$ cat config.mk
export PLATFORM = sky130hd
export DESIGN_NAME = rs232_rx
export DESIGN_NICKNAME = d
export VERILOG_FILES = /design/src/rtl/rs232_pkg.sv /design/src/rtl/rs232_sync.sv /design/src/rtl/rs232_rx.sv
export SDC_FILE = /design/constraint.sdc
export NUM_CORES = 1
export LEC_CHECK = 0
export CAP_MARGIN = 20
export CELL_PAD_IN_SITES_DETAIL_PLACEMENT = 1
export CELL_PAD_IN_SITES_GLOBAL_PLACEMENT = 1
export CORE_MARGIN = 1
export CORE_UTILIZATION = 49
export DETAILED_ROUTE_END_ITERATION = 8
export HOLD_SLACK_MARGIN = 0.03
export PLACE_DENSITY = 0.89
export REMOVE_ABC_BUFFERS = 1
export SYNTH_ARGS = -nofsm -noshare
export SYNTH_HDL_FRONTEND = slang
export SYNTH_SLANG_ARGS = --single-unit
export TNS_END_PERCENT = 20
$ cat constraint.sdc
create_clock -name clk -period 4.5 [get_ports clk]
set_input_delay 0.9 -clock clk [delete_from_list [all_inputs] [get_ports clk]]
set_output_delay 0.9 -clock clk [all_outputs]
set_load 0.005 [all_outputs]
$ cat src/rtl/rs232_pkg.sv
// Shared RS-232 definitions: FSM state codes, frame shape and baud divider math.
// Also used by the transmitter, so keep it free of receiver-only details.
package rs232_pkg;

  localparam logic [2:0] IDLE  = 3'd0;
  localparam logic [2:0] START = 3'd1;
  localparam logic [2:0] DATA  = 3'd2;
  localparam logic [2:0] STOP  = 3'd3;
  localparam logic [2:0] BREAK = 3'd4;

  localparam int unsigned DATA_BITS = 8;
  localparam int unsigned STOP_BITS = 1;

  // Integer division: the residual baud error is absorbed by mid-bit sampling.
  function automatic int unsigned calc_div(input int unsigned clk_hz, input int unsigned baud);
    return clk_hz / baud;
  endfunction

  function automatic int unsigned calc_half(input int unsigned clk_hz, input int unsigned baud);
    return calc_div(clk_hz, baud) / 2;
  endfunction

endpackage

$ cat src/rtl/rs232_sync.sv
// Two-flop synchronizer for an asynchronous input pin; reset value selects the
// pin's idle level so no spurious edge is seen when reset is released.
module rs232_sync #(
  parameter logic RST_VAL = 1'b1
) (
  input  logic clk,
  input  logic rst_n,
  input  logic d,
  output logic q
);

  logic meta;

  always_ff @(posedge clk or negedge rst_n) begin
    if (!rst_n) begin
      meta <= RST_VAL;
      q    <= RST_VAL;
    end else begin
      meta <= d;
      q    <= meta;
    end
  end

endmodule

$ cat src/rtl/rs232_rx.sv
// 8N1 UART receiver: mid-bit sampling from a half-bit start qualification,
// one-cycle valid / frame_err strobes, break hold-off after a bad stop bit.
module rs232_rx
  import rs232_pkg::*;
#(
  parameter int unsigned CLK_HZ = 50_000_000,
  parameter int unsigned BAUD   = 115200
) (
  input  logic       clk,
  input  logic       rst_n,
  input  logic       rxd,
  output logic [7:0] data,
  output logic       valid,
  output logic       frame_err,
  output logic       busy
);

  localparam int unsigned DIV  = calc_div(CLK_HZ, BAUD);
  localparam int unsigned HALF = calc_half(CLK_HZ, BAUD);
  localparam int unsigned CW   = (DIV > 2) ? $clog2(DIV) : 1;

  localparam logic [CW-1:0] DIV_M1  = CW'(DIV - 1);
  localparam logic [CW-1:0] HALF_M1 = CW'(HALF - 1);
  localparam logic [2:0]    IDX_LAST = 3'(DATA_BITS - 1);

  logic          rxs;
  logic [2:0]    state;
  logic [CW-1:0] cnt;
  logic [2:0]    idx;
  logic [7:0]    sh;

  rs232_sync #(.RST_VAL(1'b1)) u_sync (
    .clk   (clk),
    .rst_n (rst_n),
    .d     (rxd),
    .q     (rxs)
  );

  // busy is derived from the state register, so it drops in the strobe cycle.
  assign busy = (state != IDLE);

  always_ff @(posedge clk or negedge rst_n) begin
    if (!rst_n) begin
      state     <= IDLE;
      cnt       <= '0;
      idx       <= '0;
      sh        <= '0;
      data      <= '0;
      valid     <= 1'b0;
      frame_err <= 1'b0;
    end else begin
      valid     <= 1'b0;
      frame_err <= 1'b0;
      case (state)
        IDLE: begin
          if (!rxs) begin
            cnt   <= HALF_M1;
            state <= START;
          end
        end
        START: begin
          if (cnt == '0) begin
            if (rxs) begin
              state <= IDLE;
            end else begin
              cnt   <= DIV_M1;
              idx   <= '0;
              state <= DATA;
            end
          end else begin
            cnt <= cnt - CW'(1);
          end
        end
        DATA: begin
          if (cnt == '0) begin
            sh  <= {rxs, sh[7:1]};
            cnt <= DIV_M1;
            if (idx == IDX_LAST) begin
              state <= STOP;
            end else begin
              idx <= idx + 3'd1;
            end
          end else begin
            cnt <= cnt - CW'(1);
          end
        end
        STOP: begin
          if (cnt == '0) begin
            if (rxs) begin
              data  <= sh;
              valid <= 1'b1;
              state <= IDLE;
            end else begin
              frame_err <= 1'b1;
              state     <= BREAK;
            end
          end else begin
            cnt <= cnt - CW'(1);
          end
        end
        BREAK: begin
          if (rxs) begin
            state <= IDLE;
          end
        end
        default: state <= IDLE;
      endcase
    end
  end

endmodule

==> metrics.txt <==
# TYPE chip_impl_metric gauge
chip_impl_metric{name="timing.critical_path.required",unit="ns"} 3.60
chip_impl_metric{name="num_vias",unit=""} 1154
chip_impl_metric{name="worst_ir_drop_vdd",unit="mV"} 0.172
chip_impl_metric{name="timing.fmax",unit="GHz"} 0.382
chip_impl_metric{name="filler_cell_count",unit=""} 340
chip_impl_metric{name="route.layer.met1.wl",unit="microns"} 1510
chip_impl_info{name="critPathSlowestCell",value="sky130_fd_sc_hd__dfrtp_1"} 1
chip_impl_metric{name="ctsLongestPathBuffers",unit=""} 2
chip_impl_metric{name="post-cts-setup-buffer-count",unit=""} 0
chip_impl_metric{name="n_antenna_cell",unit=""} 0
chip_impl_metric{name="timing.setup.tns",unit="ns"} 0
chip_impl_info{name="setup_repair_after_global_routing_missed_its_margin",value="no"} 1
chip_impl_metric{name="dieWidth",unit="microns"} 60.5
chip_impl_metric{name="effective_utilization_at_floorplan",unit=""} 0.532
chip_impl_metric{name="die_height",unit="microns"} 60.5
chip_impl_metric{name="tightest_slew",unit="ns"} 0.801
chip_impl_metric{name="final_max_slew_viol_count",unit=""} 0
chip_impl_metric{name="tritoncts.num_buffers",unit=""} 5
chip_impl_metric{name="biggest_fanout_along_the_worst_timing_path",unit=""} 13
chip_impl_metric{name="clock_network_latency_to_the_later_pin_of_the_worst_skew_pair",unit="ns"} 0.34
chip_impl_metric{name="detail-route-antenna-nets",unit=""} 0
chip_impl_info{name="synth_top_area_cell",value="sky130_fd_sc_hd__dfrtp_1"} 1
chip_impl_metric{name="synth_seq_cells",unit=""} 35
chip_impl_metric{name="slew_headroom",unit=""} 0.463
chip_impl_metric{name="preCtsSetupSlack",unit="ns"} 1.93
chip_impl_metric{name="yosysUniqueCellTypes",unit=""} 44
chip_impl_metric{name="drv.max_cap_violation_count",unit=""} 0
chip_impl_metric{name="drc_errors",unit=""} 0
chip_impl_metric{name="routed_wirelength",unit="microns"} 3530
chip_impl_metric{name="synthesis.yosys.warnings",unit=""} 0
chip_impl_metric{name="synth_sequential_area_ratio",unit=""} 0.524
chip_impl_metric{name="met3_wirelength",unit="microns"} 96
chip_impl_metric{name="power_density",unit="nW/um^2"} 288
chip_impl_metric{name="finalWorstSetupSlack",unit="ns"} 1.88
chip_impl_info{name="post_synth_main_area_contributors",value="sky130_fd_sc_hd__dfrtp_1, sky130_fd_sc_hd__mux2_4, sky130_fd_sc_hd__mux2_2"} 1
chip_impl_metric{name="report.final.hold_viol_count",unit=""} 0
chip_impl_metric{name="drt-pass1-iter-count",unit=""} 4
chip_impl_metric{name="area.growth.synth_to_final",unit="%"} 14.2
chip_impl_metric{name="synth-edff-count",unit=""} 0
chip_impl_metric{name="synth_area",unit="sq um"} 1680
chip_impl_metric{name="cells_after_synthesis",unit=""} 140
chip_impl_metric{name="average_footprint_of_a_synthesized_cell",unit="sq um"} 12.0
chip_impl_metric{name="route.detailed.wl_per_inst",unit="microns"} 17.7
chip_impl_metric{name="die-area",unit="sq um"} 3660
chip_impl_metric{name="fin_skew",unit="ns"} 0.00854
chip_impl_metric{name="routabilityCongestion",unit=""} 0.841
chip_impl_metric{name="port-buffer-count",unit=""} 13
chip_impl_metric{name="hold_buffers",unit=""} 0
chip_impl_metric{name="met2RoutedLength",unit="microns"} 1860
chip_impl_metric{name="drt-vias-per-instance",unit=""} 5.77
chip_impl_metric{name="hpwlAfterDp",unit="microns"} 2560
chip_impl_info{name="min_path_type",value="flop to flop"} 1
chip_impl_info{name="postSynth.topFlopCell",value="sky130_fd_sc_hd__dfrtp_1"} 1
chip_impl_metric{name="power.leakage",unit="nW"} 0.851
chip_impl_metric{name="row_count",unit=""} 20
chip_impl_metric{name="worstPathArrival",unit="ns"} 1.72
chip_impl_metric{name="yosys.area.top_type_share",unit=""} 0.493
chip_impl_metric{name="async_flop_share",unit=""} 1.00
chip_impl_metric{name="grt_start_max_net_pins",unit=""} 36
chip_impl_info{name="critical-path-top-delay-family",value="flip-flops"} 1
chip_impl_metric{name="grt_pass1_vias",unit=""} 1214
chip_impl_info{name="outcome",value="complete, no violations"} 1
chip_impl_metric{name="power",unit="mW"} 0.551
chip_impl_metric{name="worst_path_largest_cell_delay",unit="ns"} 0.52
chip_impl_info{name="timing.critical_path.to_type",value="primary output"} 1
chip_impl_metric{name="antenna_found_initial",unit=""} 0
chip_impl_metric{name="nNetsFinal",unit=""} 161
chip_impl_info{name="start_kind",value="flop"} 1
chip_impl_metric{name="globalRoute.totalOverflow",unit=""} 0
chip_impl_info{name="cts.root.buffer_cell",value="sky130_fd_sc_hd__clkbuf_4"} 1
chip_impl_metric{name="cts.reportedPaths.clkPinSlew",unit="ns"} 0.10
chip_impl_info{name="chain_of_cells_forming_the_critical_path",value="or3_1 > clkdlybuf4s50_1"} 1
chip_impl_metric{name="grt_first_pass_wirelength",unit="microns"} 5820
chip_impl_metric{name="finalWorstPathRequiredPeriod",unit="ns"} 2.62
chip_impl_metric{name="clkSinkCount",unit=""} 35
chip_impl_metric{name="layout.core_utilization",unit=""} 0.607
chip_impl_metric{name="boundaryPins",unit=""} 14
chip_impl_info{name="synth_top_cells_by_count",value="sky130_fd_sc_hd__dfrtp_1, sky130_fd_sc_hd__o21ai_0, sky130_fd_sc_hd__mux2_2, sky130_fd_sc_hd__mux2_4"} 1
chip_impl_metric{name="core_area",unit="sq um"} 3150
chip_impl_info{name="top_signal_layer_used",value="met4"} 1
chip_impl_metric{name="grt_util_all_layers",unit=""} 0.225
chip_impl_metric{name="cts_htree_levels",unit=""} 2
chip_impl_info{name="path_class",value="flop to primary output"} 1
chip_impl_metric{name="cts_repair_resize_count",unit=""} 0
chip_impl_info{name="synth.most_common_cell",value="sky130_fd_sc_hd__dfrtp_1"} 1
chip_impl_info{name="tritoncts_clock_tree",value="done"} 1
chip_impl_metric{name="finalSetupViolCount",unit=""} 0
chip_impl_metric{name="first_iter_violations",unit=""} 55
chip_impl_metric{name="critPathBufInv",unit=""} 1
chip_impl_metric{name="drive_gt1_frac",unit=""} 0.224
chip_impl_metric{name="timing.final.crit_share",unit=""} 0.581
-- sequential cells by signal, indices dropped and copies added (netlist names) --
| signal | count |
|---|---|
| idx | 3 |
| data | 8 |
| state | 3 |
| valid | 1 |
| u_sync.q | 1 |
| frame_err | 1 |
| u_sync.meta | 1 |
| cnt | 9 |
| sh | 8 |
-- metrics by stage --
stage / std cells / hold slack, ns / instance area (sq um)
floorplan: 134 / 0.345 / 1650
global placement: 192 / 0.346 / 1840
detailed placement: 192 / 0.347 / 1840
CTS: 200 / 0.363 / 1910
global route: 200 / 0.364 / 1910
finish: 200 / 0.362 / 1910
-- logic make-up (layout without fill, tap and decap cells) --
logic type | Yosys count | count (layout) | share of synthesized area
and+or+nand+nor | 38 | 38 | 0.139
DFF | 35 | 35 | 0.524
AOI/OAI and AO/OA | 32 | 32 | 0.133
muxes | 20 | 20 | 0.151
buffers and inverters | 12 | 28 | 0.0313
adders and majority gates | 3 | 3 | 0.0224
-- routing by layer --
layer  GRT usage  vias to the layer above
li1            -                      548
met1       0.271                      578
met2       0.389                       20
met3      0.0490                        8
met4      0.0974                        0
met5           0                        -
-- layout make-up --
cell class                 count  area (sq um)  share of cell area
sequential                    35           878               0.459
multi-input combinational     93           746               0.390
timing repair buffer          14           138              0.0719
tap                           44          55.1              0.0288
clock buffer                   7          45.0              0.0235
clock inverter                 1          30.0              0.0157
inverter                       6          22.5              0.0118
-- final timing paths --
path,start,endpoint,slack (ns),cells after the start
hold reg to reg,u_sync.meta,u_sync.q,0.36,0
min in group asynchronous,rst_n,cnt[6],0.96,2
setup reg to reg,cnt[1],data[1],1.91,6
max in group asynchronous,rst_n,u_sync.q,3.19,2
setup / recovery,state[0],busy,1.88,2
hold / removal,u_sync.meta,u_sync.q,0.36,0
-- report_power, final --
part | switching, mW | internal [mW]
logic | 0.00749 | 0.00271
clock network | 0.106 | 0.118
registers | 0.000805 | 0.316
-- worst register-to-register path: stages, from the launching register on --
cell,delay [ns]
sky130_fd_sc_hd__dfrtp_1,0.41
sky130_fd_sc_hd__inv_1,0.09
sky130_fd_sc_hd__ha_1,0.22
sky130_fd_sc_hd__or3b_2,0.51
sky130_fd_sc_hd__nor3_4,0.34
sky130_fd_sc_hd__and3_1,0.57
sky130_fd_sc_hd__mux2_4,0.35
-- layout by cell type, fill, tap and decap left out, types with 2 or more instances in the layout --
master and count:
sky130_fd_sc_hd__clkdlybuf4s50_1 13, sky130_fd_sc_hd__a211oi_1 4, sky130_fd_sc_hd__a32o_1 3, sky130_fd_sc_hd__or3b_2 2
sky130_fd_sc_hd__dfrtp_1 33, sky130_fd_sc_hd__mux2_2 8, sky130_fd_sc_hd__mux2_1 2, sky130_fd_sc_hd__nor3_1 5
sky130_fd_sc_hd__dfstp_2 2, sky130_fd_sc_hd__mux2i_1 2, sky130_fd_sc_hd__o21ai_0 9, sky130_fd_sc_hd__clkbuf_1 2
sky130_fd_sc_hd__ha_1 3, sky130_fd_sc_hd__a21oi_1 5, sky130_fd_sc_hd__nor2_1 6, sky130_fd_sc_hd__inv_1 6
sky130_fd_sc_hd__mux2_4 8, sky130_fd_sc_hd__nand2_1 5, sky130_fd_sc_hd__nand4_1 2, sky130_fd_sc_hd__clkbuf_4 5
sky130_fd_sc_hd__nor2b_1 2, sky130_fd_sc_hd__or3_1 3, sky130_fd_sc_hd__or2_2 2
Power figures use the tool's default switching activity.
==> variant 1 (same flow settings) <==
Change the parameter `CLK_HZ` from 50_000_000 to 25_000_000.
--- a/src/rtl/rs232_rx.sv
+++ b/src/rtl/rs232_rx.sv
@@ -4,5 +4,5 @@
   import rs232_pkg::*;
 #(
-  parameter int unsigned CLK_HZ = 50_000_000,
+  parameter int unsigned CLK_HZ = 25_000_000,
   parameter int unsigned BAUD   = 115200
 ) (
Check against the original RTL: same outputs for any inputs over 10 cycles, from zero or initial values and one cycle with rst_n low; that may be too few to reach the edited logic, so the function may still have changed.
==> variant 1 against the unedited design <==
Power decreased by 9.7%. Routed wire length increased by 1.3%. Die area about the same. Non-clock buffer count unchanged. Design area decreased by 1.8%. Highest routed layer unchanged. Area after synthesis about the same. Setup slack got worse by 0.020 ns. Critical path type unchanged. Hold slack got worse by 0.0021 ns. Sequential share of layout area decreased by 0.48 points. Sequential cell count decreased by 1. Combinational power decreased by 8%. Sequential power decreased by 3%.
==> variant 1: results (changes against the unedited design) <==
SEQ_AREA_SHARE_PCT=45.41  # -0.48 points
NON_CLOCK_BUFFER_AREA_SHARE_PCT=7.324  # +0.13 points
TOTAL_NUMBER_OF_VIAS=1120  # -2.9%
SYNTHCELLS=139  # -0.71%
GRT_PASS1_VIAS=1170  # -3.6%
PORTION_OF_NETLIST_AREA_OCCUPIED_BY_MUX_CELLS_PCT=15.16  # +0.086 points
NON_CLOCK_INVERTER_COUNT=3  # -3
DETAIL_ROUTE.VIAS_PER_CELL=5.628  # -2.5%
AREA.SEQUENTIAL_UM2=853.3  # -2.8%
FIN_SKEW_NS=0.01902  # +0.01048 ns
WORST_SLEW_MARGIN_REL_PCT=66.75  # +20 points
REG_TOP3='cnt (8), data (8), sh (8)'
SYNTH_COMPOUND_AREA_SHARE_PCT=11.87  # -1.4 points
FIRST_PASS_GRT_WIRE_LENGTH_MM=5.809  # -0.24%
CRITPATHARRIVALTIME_NS=1.74  # +0.02 ns
HPWLAFTERDP_MM=2.612  # +2.1%
CLOCKNETWORKAREASHARE_PCT=3.196  # -0.73 points
FILLCELLCOUNT=342  # +0.59%
NUMSEQUENTIALCELLS=34  # -2.9%
GRT.MET1_USAGE_PCT=27.29  # +0.22 points
WIRELENGTH_MM=3.577  # +1.3%
SYNTH-SEQ-AREA-SHARE_PCT=50.93  # -1.5 points
SYNTH_CELL_TYPES=40  # -9.1%
ROUTE.MET2.WL_MM=1.770  # -4.9%
VDD_DROP_MAX_mV=0.2003  # +16%
OUTCOME='finished clean'
USE_MET2_PCT=37.68  # -1.3 points
POST_ROUTE_M1_WL_MM=1.573  # +4.4%
POST_SYNTH_FA_HA_MAJ_AREA_FRACTION_PCT=2.987  # +0.75 points
P_LEAK_nW=0.8696  # +2.2%
POST_DP_CELL_AREA_UM2=1819  # -1.1%
GRT_UTIL_ALL_LAYERS_PCT=23.07  # +0.56 points
MULTI_INPUT_AREA_SHARE_PCT=40.55  # +1.6 points
GRT_UTIL_MET3_PCT=7.463  # +2.6 points
DETAILEDROUTE.FIRSTITERATIONVIOLATIONS=62  # +13%
DP.CELLS=191  # -0.52%
SYNTH_AREA_LEADERS='sky130_fd_sc_hd__dfrtp_1, sky130_fd_sc_hd__mux2_4, sky130_fd_sc_hd__mux2_2'
MULTI_INPUT_CELLS=96  # +3.2%
==> variant 1: changes by cell type after synthesis, moves of 2 or more <==
| cell | unedited run | this run |
|---|---|---|
| sky130_fd_sc_hd__a211oi_1 | 4 | 0 |
| sky130_fd_sc_hd__nor2b_1 | 2 | 0 |
| sky130_fd_sc_hd__nand4_1 | 2 | 0 |
| sky130_fd_sc_hd__or3b_2 | 2 | 0 |
| sky130_fd_sc_hd__inv_1 | 6 | 3 |
| sky130_fd_sc_hd__o22a_1 | 0 | 2 |
| sky130_fd_sc_hd__buf_2 | 0 | 2 |
| sky130_fd_sc_hd__clkbuf_1 | 5 | 2 |
| sky130_fd_sc_hd__nand2_1 | 5 | 7 |
| sky130_fd_sc_hd__nor2_1 | 6 | 14 |
| sky130_fd_sc_hd__mux2_2 | 8 | 10 |
| sky130_fd_sc_hd__nand2b_1 | 1 | 4 |
| sky130_fd_sc_hd__a32o_1 | 3 | 0 |
==> variant 1: path summary, 6_finish.rpt <==
path / startpoint / end / slack, ns
max in group asynchronous: rst_n / u_sync.meta / 3.19
hold / removal: u_sync.meta / u_sync.q / 0.36
hold reg to reg: u_sync.meta / u_sync.q / 0.36
min in group asynchronous: rst_n / cnt[7] / 0.96
setup / recovery: state[0] / busy / 1.86
setup reg to reg: cnt[0] / cnt[0] / 2.35
==> variant 1: power groups by stage <==
stage / Combinational, mW / Sequential, mW / Clock, mW
floorplan: 0.00108 / 0.314 / 0
global placement: 0.00934 / 0.314 / 0
detailed placement: 0.0100 / 0.314 / 0
CTS: 0.00994 / 0.308 / 0.183
global route: 0.0110 / 0.308 / 0.192
finish: 0.00938 / 0.308 / 0.180
==> variant 2 (config.mk and constraints unchanged) <==
Without the edit above. Register the output `valid` once more; this adds one clock of latency there. The other outputs are not delayed to match. Comments in the files are not updated.
--- a/src/rtl/rs232_rx.sv
+++ b/src/rtl/rs232_rx.sv
@@ -24,4 +24,6 @@
   localparam logic [2:0]    IDX_LAST = 3'(DATA_BITS - 1);
 
+  logic valid_s0;
+
   logic          rxs;
   logic [2:0]    state;
@@ -47,8 +49,8 @@
       sh        <= '0;
       data      <= '0;
-      valid     <= 1'b0;
+      valid_s0  <= 1'b0;
       frame_err <= 1'b0;
     end else begin
-      valid     <= 1'b0;
+      valid_s0  <= 1'b0;
       frame_err <= 1'b0;
       case (state)
@@ -89,5 +91,5 @@
             if (rxs) begin
               data  <= sh;
-              valid <= 1'b1;
+              valid_s0 <= 1'b1;
               state <= IDLE;
             end else begin
@@ -109,4 +111,8 @@
   end
 
+  always_ff @(posedge clk) begin
+    valid <= valid_s0;
+  end
+
 endmodule
 
Function: no difference found for any inputs over 10 cycles, from zero or initial values and one cycle with rst_n low; that may be too few to reach the edited logic, so the function may still have changed.
==> variant 2 against the unedited design <==
Via count increased by 1.2%. Cell count increased by 0.50%. Sequential share of layout area decreased by 1.1 points. Clock skew increased by 0.0016 ns. Power increased by 24%. Setup slack got worse by 0.055 ns. Clock power increased by 55%. Sequential cell count increased by 1. Area after synthesis increased by 1.9%. Design area increased by 4.9%. Fmax decreased by 2.1%. Routed wire length increased by 9.1%. Critical path type unchanged. Largest power group is now clock. Highest routed layer unchanged.
==> variant 2: results (changes against the unedited design) <==
OUTCOME='finished clean'
MET3WIRELENGTH_UM=164  # +71%
POWER.CLOCK.FRACTION_PCT=50.8  # +10 points
HPWLAFTERDP_MM=2.642  # +3.2%
SYNTH_AREA_LEADERS='sky130_fd_sc_hd__dfrtp_1, sky130_fd_sc_hd__mux2_2, sky130_fd_sc_hd__dfstp_2'
NUM-NETS-FINAL=160  # -0.62%
FIN_SKEW_NS=0.01019  # +0.001643 ns
CAP_VIOLATIONS=0  # unchanged
PATH_MAX_FANOUT=14  # +1
CTS_MAX_LEVEL=2  # unchanged
FILLCELLCOUNT=360  # +5.9%
ROUTE.MET2.WL_MM=2.032  # +9.1%
FIRST_PASS_GRT_WIRE_LENGTH_MM=6.182  # +6.2%
SYNTH_TOP_CELLS_BY_COUNT='sky130_fd_sc_hd__dfrtp_1, sky130_fd_sc_hd__mux2_2, sky130_fd_sc_hd__o21ai_0'
INTPOWER_uW=556.5  # +27%
POST_ROUTE_M1_WL_MM=1.609  # +6.8%
PLACE.GP.CONGESTION=0.8606  # +2.3%
CTS-BUFFERS-INSERTED=5  # unchanged
CRITPATHARRIVALTIME_NS=1.77  # +0.05 ns
FINAL_LAYOUT_SIZE_SUFFIX_GT1_SHARE_PCT=25.81  # +3.4 points
VDD_DROP_MAX_mV=0.2596  # +51%
DETAIL_ROUTE.VIAS_PER_CELL=5.811  # +0.71%
DETAILEDROUTE.FIRSTITERATIONVIOLATIONS=46  # -16%
CLK_TRANSITION_REPORTED_PATHS_NS=0.12  # +0.02 ns
POST_DP_CELL_AREA_UM2=1881  # +2.2%
P_LEAK_nW=0.9554  # +12%
ROOT_BUFFER_CELL='sky130_fd_sc_hd__clkbuf_4'
SYNTH-SEQ-AREA-SHARE_PCT=52.56  # +0.17 points
TIMING.FINAL.HOLD_VIOLATIONS=0  # unchanged
FIRST_PASS_ITERS=4  # unchanged
ANTENNADIODECOUNT=0  # unchanged
REG_TOP3='cnt (9), data (8), sh (8)'
AVGROUTEDWIREPERCELL_UM=19.16  # +8.5%
CLOCK_POWER_uW=348  # +55%
SYNTH_CELL_TYPES=46  # +4.5%
GRT_PASS1_VIAS=1269  # +4.5%
CLKLATENCYLATEPIN_NS=0.36  # +0.02 ns
GRT_UTIL_ALL_LAYERS_PCT=24.07  # +1.6 points
ASYNCSETRESETFLOPFRACSYNTH_PCT=97.22  # -2.8 points
WORST_SLEW_MARGIN_REL_PCT=51.67  # +5.4 points
variant 2: layer usage:
metal  global-route usage [%]  up-vias
met4                    7.468        0
met2                    40.22       25
li1                         -      543
met3                    8.403        6
met1                    29.33      594
met5                        0        -
variant 2: path summary, 6_finish.rpt:
| kind | from | endpoint | slack [ns] | cells past startpoint |
|---|---|---|---|---|
| worst max-delay path | state[0] | busy | 1.83 | 2 |
| worst min-delay path | valid_s0 | valid | 0.36 | 0 |
| worst max register to register | state[1] | cnt[0] | 2.33 | 4 |
| worst min register to register | valid_s0 | valid | 0.36 | 0 |
| max in group asynchronous | rst_n | u_sync.meta | 3.20 | 2 |
| min in group asynchronous | rst_n | cnt[6] | 0.94 | 2 |
variant 2: stage by stage:
| step | cells | setup WS (ns) | utilization, % |
|---|---|---|---|
| floorplan | 133 | 2.609 | - |
| global placement | 193 | 2.281 | 56.36 |
| detailed placement | 193 | 2.239 | 56.36 |
| CTS | 201 | 1.850 | 60.18 |
| global route | 201 | 1.768 | 60.18 |
| finish | 201 | 1.828 | 60.18 |
variant 2: area by class of cell:
cell class | count | area share [%]
Timing Repair Buffer | 14 | 6.854
Sequential cell | 36 | 44.74
Tap cell | 46 | 2.866
Clock inverter | 3 | 4.486
Clock buffer | 5 | 1.869
Inverter | 5 | 0.9346
Multi-Input combinational cell | 92 | 38.26
variant 2: critical path: stages (launching register included):
cell and delay [ns]:
sky130_fd_sc_hd__dfrtp_1 0.55, sky130_fd_sc_hd__or3_1 0.42, sky130_fd_sc_hd__clkdlybuf4s50_1 0.44
variant 2: cell families after synthesis:
family	synth area share, %
buffers and inverters	2.489
and+or+nand+nor	16.33
adders and majority gates	2.196
DFF	52.56
AOI/OAI and AO/OA	12.37
muxes	14.06
